`config.mk`:
```
export PLATFORM = sky130hd
export DESIGN_NAME = axis_frame_tag_writer
export DESIGN_NICKNAME = d
export VERILOG_FILES = /design/src/rtl/axis_frame_tag_writer.sv
export SDC_FILE = /design/constraint.sdc
export NUM_CORES = 1
export LEC_CHECK = 0
export ABC_AREA = 0
export CAP_MARGIN = 20
export CORE_MARGIN = 4
export CORE_UTILIZATION = 52
export DETAILED_ROUTE_END_ITERATION = 12
export GPL_TIMING_DRIVEN = 0
export PLACE_DENSITY = 0.85
export SKIP_CTS_REPAIR_TIMING = 1
export SLEW_MARGIN = 30
export SYNTH_ARGS = -nofsm -noshare
export SYNTH_HDL_FRONTEND = slang
export SYNTH_SLANG_ARGS = --single-unit
```
`constraint.sdc`:
```
create_clock -name aclk -period 3.5 [get_ports aclk]
set_input_delay 0.7 -clock aclk [delete_from_list [all_inputs] [get_ports aclk]]
set_output_delay 0.7 -clock aclk [all_outputs]
set_load 0.01 [all_outputs]
```
`src/rtl/axis_frame_tag_writer.sv`:
```
// AXI4-Stream framer: tags each accepted sample with {misc, in-frame index}; one-cycle registered output, no bubbles.
// Backpressure passes straight to s_axis_tready. Optional SOF flag on m_axis_tuser via AXIS_FRAME_TAG_WRITER_SOF_EN.
module axis_frame_tag_writer #(
  parameter int S_AXIS_TDATA_WIDTH = 32,
  parameter int CNTR_WIDTH         = 16,
  parameter int MISC_WIDTH         = 16,
  parameter int FRAME_CNTR_WIDTH   = 16,
  localparam int M_AXIS_TDATA_WIDTH = MISC_WIDTH + CNTR_WIDTH + S_AXIS_TDATA_WIDTH
) (
  input  logic                          aclk,
  input  logic                          areset,
  input  logic [CNTR_WIDTH-1:0]         cfg_data,
  input  logic [FRAME_CNTR_WIDTH-1:0]   cfg_frames,
  input  logic [MISC_WIDTH-1:0]         misc_data,
  input  logic                          start,
  input  logic                          stop,
  output logic                          s_axis_tready,
  input  logic [S_AXIS_TDATA_WIDTH-1:0] s_axis_tdata,
  input  logic                          s_axis_tvalid,
  input  logic                          m_axis_tready,
  output logic [M_AXIS_TDATA_WIDTH-1:0] m_axis_tdata,
  output logic                          m_axis_tvalid,
  output logic                          m_axis_tlast,
  output logic                          busy,
  output logic [FRAME_CNTR_WIDTH-1:0]   frame_cntr
`ifdef AXIS_FRAME_TAG_WRITER_SOF_EN
  ,
  output logic                          m_axis_tuser
`endif
);

  typedef enum logic [1:0] {
    ST_IDLE  = 2'd0,
    ST_RUN   = 2'd1,
    ST_DRAIN = 2'd2
  } state_t;

  state_t                          r_state;
  state_t                          w_state_nxt;

  logic [CNTR_WIDTH-1:0]           r_len_lat;
  logic [MISC_WIDTH-1:0]           r_misc_lat;
  logic [FRAME_CNTR_WIDTH-1:0]     r_frames_lat;
  logic [CNTR_WIDTH-1:0]           r_sample_idx;
  logic [FRAME_CNTR_WIDTH-1:0]     r_frame_cntr;
  logic                            r_stop_pend;

  logic [M_AXIS_TDATA_WIDTH-1:0]   r_m_tdata;
  logic                            r_m_tvalid;
  logic                            r_m_tlast;

  logic                            w_out_free;
  logic                            w_accept;
  logic                            w_idx_at_end;
  logic                            w_frame_end;
  logic [FRAME_CNTR_WIDTH-1:0]     w_frame_cntr_inc;
  logic                            w_last_frame;

  // Output register can take a new word when empty or being drained this cycle.
  assign w_out_free       = ~r_m_tvalid | m_axis_tready;
  assign s_axis_tready    = (r_state == ST_RUN) & w_out_free;
  assign w_accept         = s_axis_tvalid & s_axis_tready;
  assign w_idx_at_end     = (r_sample_idx == r_len_lat);
  assign w_frame_end      = w_accept & w_idx_at_end;
  assign w_frame_cntr_inc = r_frame_cntr + 1'b1;
  assign w_last_frame     = (r_frames_lat != '0) && (w_frame_cntr_inc == r_frames_lat);

  assign m_axis_tdata  = r_m_tdata;
  assign m_axis_tvalid = r_m_tvalid;
  assign m_axis_tlast  = r_m_tlast;
  assign busy          = (r_state != ST_IDLE);
  assign frame_cntr    = r_frame_cntr;

  always_ff @(posedge aclk) begin
    if (areset) begin
      r_state <= ST_IDLE;
    end else begin
      r_state <= w_state_nxt;
    end
  end

  always_comb begin
    w_state_nxt = r_state;
    case (r_state)
      ST_IDLE: begin
        if (start) begin
          w_state_nxt = ST_RUN;
        end
      end
      ST_RUN: begin
        // A stop arriving with the frame-end sample still ends the run after this frame.
        if (w_frame_end && (r_stop_pend || stop || w_last_frame)) begin
          w_state_nxt = ST_DRAIN;
        end
      end
      ST_DRAIN: begin
        if (w_out_free) begin
          w_state_nxt = ST_IDLE;
        end
      end
      default: begin
        w_state_nxt = ST_IDLE;
      end
    endcase
  end

  always_ff @(posedge aclk) begin
    if (areset) begin
      r_len_lat    <= '0;
      r_misc_lat   <= '0;
      r_frames_lat <= '0;
      r_sample_idx <= '0;
      r_frame_cntr <= '0;
      r_stop_pend  <= 1'b0;
    end else begin
      if (r_state == ST_RUN) begin
        r_stop_pend <= r_stop_pend | stop;
      end else begin
        r_stop_pend <= 1'b0;
      end

      if ((r_state == ST_IDLE) && start) begin
        r_len_lat    <= cfg_data;
        r_misc_lat   <= misc_data;
        r_frames_lat <= cfg_frames;
        r_sample_idx <= '0;
        r_frame_cntr <= '0;
      end else if (w_accept) begin
        if (w_idx_at_end) begin
          r_sample_idx <= '0;
          r_frame_cntr <= w_frame_cntr_inc;
          r_len_lat    <= cfg_data;
          r_misc_lat   <= misc_data;
        end else begin
          r_sample_idx <= r_sample_idx + 1'b1;
        end
      end
    end
  end

  always_ff @(posedge aclk) begin
    if (areset) begin
      r_m_tdata  <= '0;
      r_m_tvalid <= 1'b0;
      r_m_tlast  <= 1'b0;
    end else if (w_accept) begin
      r_m_tdata  <= {r_misc_lat, r_sample_idx, s_axis_tdata};
      r_m_tvalid <= 1'b1;
      r_m_tlast  <= w_idx_at_end;
    end else if (m_axis_tready) begin
      r_m_tvalid <= 1'b0;
    end
  end

`ifdef AXIS_FRAME_TAG_WRITER_SOF_EN
  logic r_m_tuser;

  assign m_axis_tuser = r_m_tuser;

  always_ff @(posedge aclk) begin
    if (areset) begin
      r_m_tuser <= 1'b0;
    end else if (w_accept) begin
      r_m_tuser <= (r_sample_idx == '0);
    end
  end
`endif

endmodule

```
# After elaboration in Yosys (flattened, before gate mapping)
# Index checks and enable logic that the tools add are counted.
# Widths: inputs -> output; s select.
totals:
  regBits: 149
  input_bits: 86
  output_inout_bits: 84
  elab_cells: 55
op_classes:
  addsub: 2
  eq_ne: 7
  n_mux: 13
  n_bitwise: 7
  n_reduce_logical: 16
ops:
  columns: ["operator", "n"]
  rows:
  - ["$mux 16", 7]
  - ["$add 16x1->16 const B", 2]
  - ["$eq 16x16->1", 2]
  - ["$reduce_bool 16->1", 1]
  - ["$reduce_bool 2->1", 4]
  - ["$mux 2", 3]
  - ["$ne 2x2->1 const B", 3]
  - ["$pmux 2 s3", 1]
  - ["$reduce_and 2->1", 2]
  - ["$reduce_or 2->1", 2]
  - ["$and 1x1->1", 3]
  - ["$logic_and 1x1->1", 3]
  - ["$reduce_and 3->1", 1]
  - ["$eq 2x1->1 const B", 1]
  - ["$eq 2x2->1 const B", 1]
  - ["$logic_not 2->1", 1]
  - ["$logic_or 1x1->1", 2]
  - ["$mux 1", 2]
  - ["$not 1->1", 2]
  - ["$or 1x1->1", 2]

# Logic depth before layout (Yosys ltp)
depth:
  ltp_word: 8
  mapped_depth: 8
  mapped_depth_nobuf: 7

# Worst setup path after synthesis
# Ideal clock, no wire load.
synth_path:
  path_kind: "reg-to-reg"
  from: "register r_frame_cntr[0] (netlist: frame_cntr[0])"
  to: "register r_state[0]"
  setup_time_ns: 0.122
  arrival_time_ns: 2.061
  required_time_ns: 3.378
  path_slack_ns: 1.317
  stages_incl_launch_ff: 9
  n_path_buf: 1
  synth_period_minus_slack_ns: 2.183
  cell_sequence: "dfxtp_1 > ha_1 > and3_1 > buf_2 > nand3_1 > or4_1 > a22oi_1 > and4_1 > a21oi_1"
synth_between:
  elab_chain_cells: 7
synth_rtl:
  columns: ["item", "line_no", "source"]
  rows:
  - ["start: declaration", "45", "logic [FRAME_CNTR_WIDTH-1:0] r_frame_cntr;"]
  - ["start signal: assignment", "131", "r_frame_cntr <= w_frame_cntr_inc;"]
  - ["$add 16x1->16", "65", "assign w_frame_cntr_inc = r_frame_cntr + 1'b1;"]
  - ["$eq 16x16->1", "66", "assign w_last_frame = (r_frames_lat != '0) && (w_frame_cntr_inc == r_frames_lat);"]
  - ["$logic_and 1x1->1", "66", null]
  - ["$logic_or 1x1->1", "92", "if (w_frame_end && (r_stop_pend || stop || w_last_frame)) begin"]
  - ["$logic_and 1x1->1", "92", null]
  - ["$ne 2x2->1 (no line)", null, null]
  - ["$reduce_and 3->1 (no line)", null, null]
  - ["end signal: assignment", "78", "r_state <= w_state_nxt;"]
  - ["end: declaration", "38", "state_t r_state;"]
# No other way between the ends.
# A chain may end at the register's enable or synchronous reset.

# Final worst setup path
layout_path:
  from: "input port m_axis_tready"
  to: "output port s_axis_tready"
layout_between:
  elab_chain_cells: 2
layout_rtl:
  columns: ["item", "line_no", "source"]
  rows:
  - ["start: declaration", "20", "input logic m_axis_tready,"]
  - ["$or 1x1->1", "60", "assign w_out_free = ~r_m_tvalid | m_axis_tready;"]
  - ["$and 1x1->1", "61", "assign s_axis_tready = (r_state == ST_RUN) & w_out_free;"]
  - ["end: declaration", "17", "output logic s_axis_tready,"]
# No other way between the ends.

==> flow_summary.toml <==
[worst_setup_path]
cp_slowest_cell = "clkdlybuf4s50_1"
cp_cell_sequence = "clkdlybuf4s50_1 > nand2b_1 > and2_1 > clkdlybuf4s50_1"
regToRegEndpoint = "r_state[0]$_SDFFE_PP0P_"
critPathCaptureType = "output pin"
cp_slowest_stage_delay_ns = 0.57
r2r_start = "frame_cntr[0]$_SDFFE_PP0P_"
rr_worst_depth = 8
rrSetupSlack_ns = 1.00
required_ns = 2.80
arrival_ns = 2.02
crit_type = "in2out"
cp-start-kind = "primary input"
cpMostUsedCell = "clkdlybuf4s50_1"
cp_max_fo = 4

[timing]
worst_pin_slew_ns = 0.774
rsz0062_at_grt = "no"
max_freq_mhz = 368
setup_violations = 0
slew_headroom = 0.484
finalClockSkew_ns = 0.00581
slew_viol_final = 0
min_period_over_period = 0.776
worst_slack_ns = 0.782
min_period_ns = 2.72
hold_viol = 0
finalSetupTns_ns = 0
hold_ws_ns = 0.452

[worst_hold_path]
hold_depth = 2
min_from = "m_axis_tdata[12]$_SDFFE_PP0P_"
min_to = "m_axis_tdata[12]$_SDFFE_PP0P_"
hp-class = "reg2reg"

[run_status]
status = "completed"

[cts]
clock_path_buffers = 2
cts_sinks = 149
cts_root_buf = "clkbuf_16"
cts_tree = "yes"
htree_levels = 4
clk_latency_ns = 0.43
numCtsBuffers = 17
path_clk_slew_ns = 0.05

[grt]
track_usage = 0.256
antenna_found_initial = 0
grt_pass1_vias = 5674
grt-ovfl-total = 0
grt_max_degree = 17
grt_pass1_wl_um = 28700

[die]
row_count = 39
ioPinCount = 170
dieArea_mm2 = 0.0139
start_util = 0.542
die_h_um = 118
core_area_mm2 = 0.0116
die_x_um = 118

[synthesis]
synth_top_area_share = 0.474
syn-cell-area_mm2 = 0.00629
synth_ff_type = "dfxtp_1"
synthDistinctLibCells = 43
postSynthAreaPerCell_um2 = 8.12
yosys_warnings = 0
seq_area_frac_synth = 0.474
syn-num-nets = 863
async_reset_ff_frac = 0
synth-edff-count = 0
ys_ff_latch = 149
syn_inst = 775
synth.most_common_cell = "nand2_1"
synth_area_leader_cell = "dfxtp_1"
yosys-top-cells-area = "dfxtp_1 47%, nand2_1 12%, a21oi_1 8.5%"
synth_commonest_cells = "200 x nand2_1, 149 x dfxtp_1, 107 x a21oi_1"

[drt]
via_per_inst = 5.40
ant_nets = 0
drt_iter0_markers = 542
drc = 0
wirelength_um = 17600
post_drt_wl_per_cell_um = 15.8
num_vias = 6033
first_pass_iters = 5

[placement]
port_buffers = 169
dp_hpwl_um = 12900
dp_slack_ns = 0.523
place_congestion = 0.913

[layout]
nFillCells = 887
finalNetCount = 1051
regArea_mm2 = 0.00298
syn2layout_area_growth_pct = 37.4
drive_gt1_frac = 0.0441
diodes = 0
multiInputGateArea_mm2 = 0.00304

[power]
power_density_mw_per_mm2 = 437
leakagePower_nw = 3.13
vdd_drop_max_v = 0.000354

[run]
drv_cap = 0
==> per-layer routing <==
metal | GRT usage | part of all wire
met4 | 0.119 | 0.028
met2 | 0.408 | 0.48
met1 | 0.308 | 0.41
met5 | 0 | 0
met3 | 0.0918 | 0.088
==> kinds of logic after synthesis <==
| group | synth area share |
|---|---|
| AO/OA/AOI/OAI | 0.104 |
| adder cells (fa/ha/maj) | 0.00398 |
| buffers and inverters | 0.0431 |
| AND/OR/NAND/NOR | 0.255 |
| flip-flops | 0.474 |
| multiplexers | 0.0255 |
| XOR/XNOR | 0.0943 |
==> critical path, delay by kind of cell <==
family | cells | cell delay [ns]
buffers and inverters | 2 | 1.02
and+or+nand+nor | 2 | 0.29
==> how the worst max path moves through the flow <==
stage                                     startpoint                       endpoint  slack [ns]  depth (start not counted)
after floorplan           frame_cntr[0]$_SDFFE_PP0P_        r_state[0]$_SDFFE_PP0P_        1.32                          8
after global routing                   m_axis_tready                  s_axis_tready        0.71                          4
after detailed placement               m_axis_tready  m_axis_tdata[23]$_SDFFE_PP0P_        0.52                          8
final                                  m_axis_tready                  s_axis_tready        0.78                          4
after global placement                 m_axis_tready   m_axis_tdata[8]$_SDFFE_PP0P_        0.55                          8
after CTS                              m_axis_tready                  s_axis_tready        0.77                          4
==> final cells by class <==
type                            instances  share of cell area
Multi-Input combinational cell        567               0.351
Sequential cell                       149               0.345
Timing Repair Buffer                  169               0.196
Clock buffer                           24              0.0522
Buffer                                 55              0.0297
Tap cell                              143              0.0207
Clock inverter                          6             0.00376
Inverter                                4             0.00174
==> through the flow <==
step | instances | power (mW) | utilization | area [µm²]
3_5_place_dp | 1087 | 2.26 | 0.703 | 8160
3_3_place_gp | 1087 | 2.25 | 0.703 | 8160
6_report | 1117 | 3.78 | 0.745 | 8650
4_1_cts | 1117 | 3.80 | 0.745 | 8650
5_1_grt | 1117 | 3.91 | 0.745 | 8650
2_1_floorplan | 775 | 2.05 | - | 6290
==> where the power goes <==
part,switching (mW),internal [mW]
combinational,0.220,0.216
sequential,0.0399,1.76
clock,0.662,0.889
==> flip-flops by register name (all words and copies together), names as in the netlist <==
| signal | flops |
|---|---|
| m_axis_tlast | 1 |
| r_sample_idx | 16 |
| m_axis_tvalid | 1 |
| m_axis_tdata | 64 |
| frame_cntr | 16 |
| r_len_lat | 16 |
| r_stop_pend | 1 |
| r_misc_lat | 16 |
| r_state | 2 |
| r_frames_lat | 16 |
==> cell usage in the layout, fill, tap and decap left out, types with 3 or more instances in the layout <==
| master | instances |
|---|---|
| clkbuf_16 | 17 |
| and3_1 | 9 |
| nand2b_1 | 4 |
| mux2i_1 | 16 |
| nand4_1 | 9 |
| xor2_1 | 29 |
| buf_6 | 4 |
| inv_1 | 4 |
| a21oi_1 | 107 |
| clkbuf_1 | 42 |
| nor2_1 | 59 |
| nor4_1 | 17 |
| o21ai_0 | 4 |
| or4_1 | 3 |
| nor3_1 | 9 |
| clkdlybuf4s50_1 | 169 |
| and2_1 | 3 |
| and4_1 | 5 |
| buf_2 | 10 |
| dfxtp_1 | 149 |
| xnor2_1 | 36 |
| buf_1 | 4 |
| nand3_1 | 31 |
| or3_1 | 3 |
| clkinv_2 | 5 |
| nand2_1 | 200 |
Power figures use the tool's default switching activity.
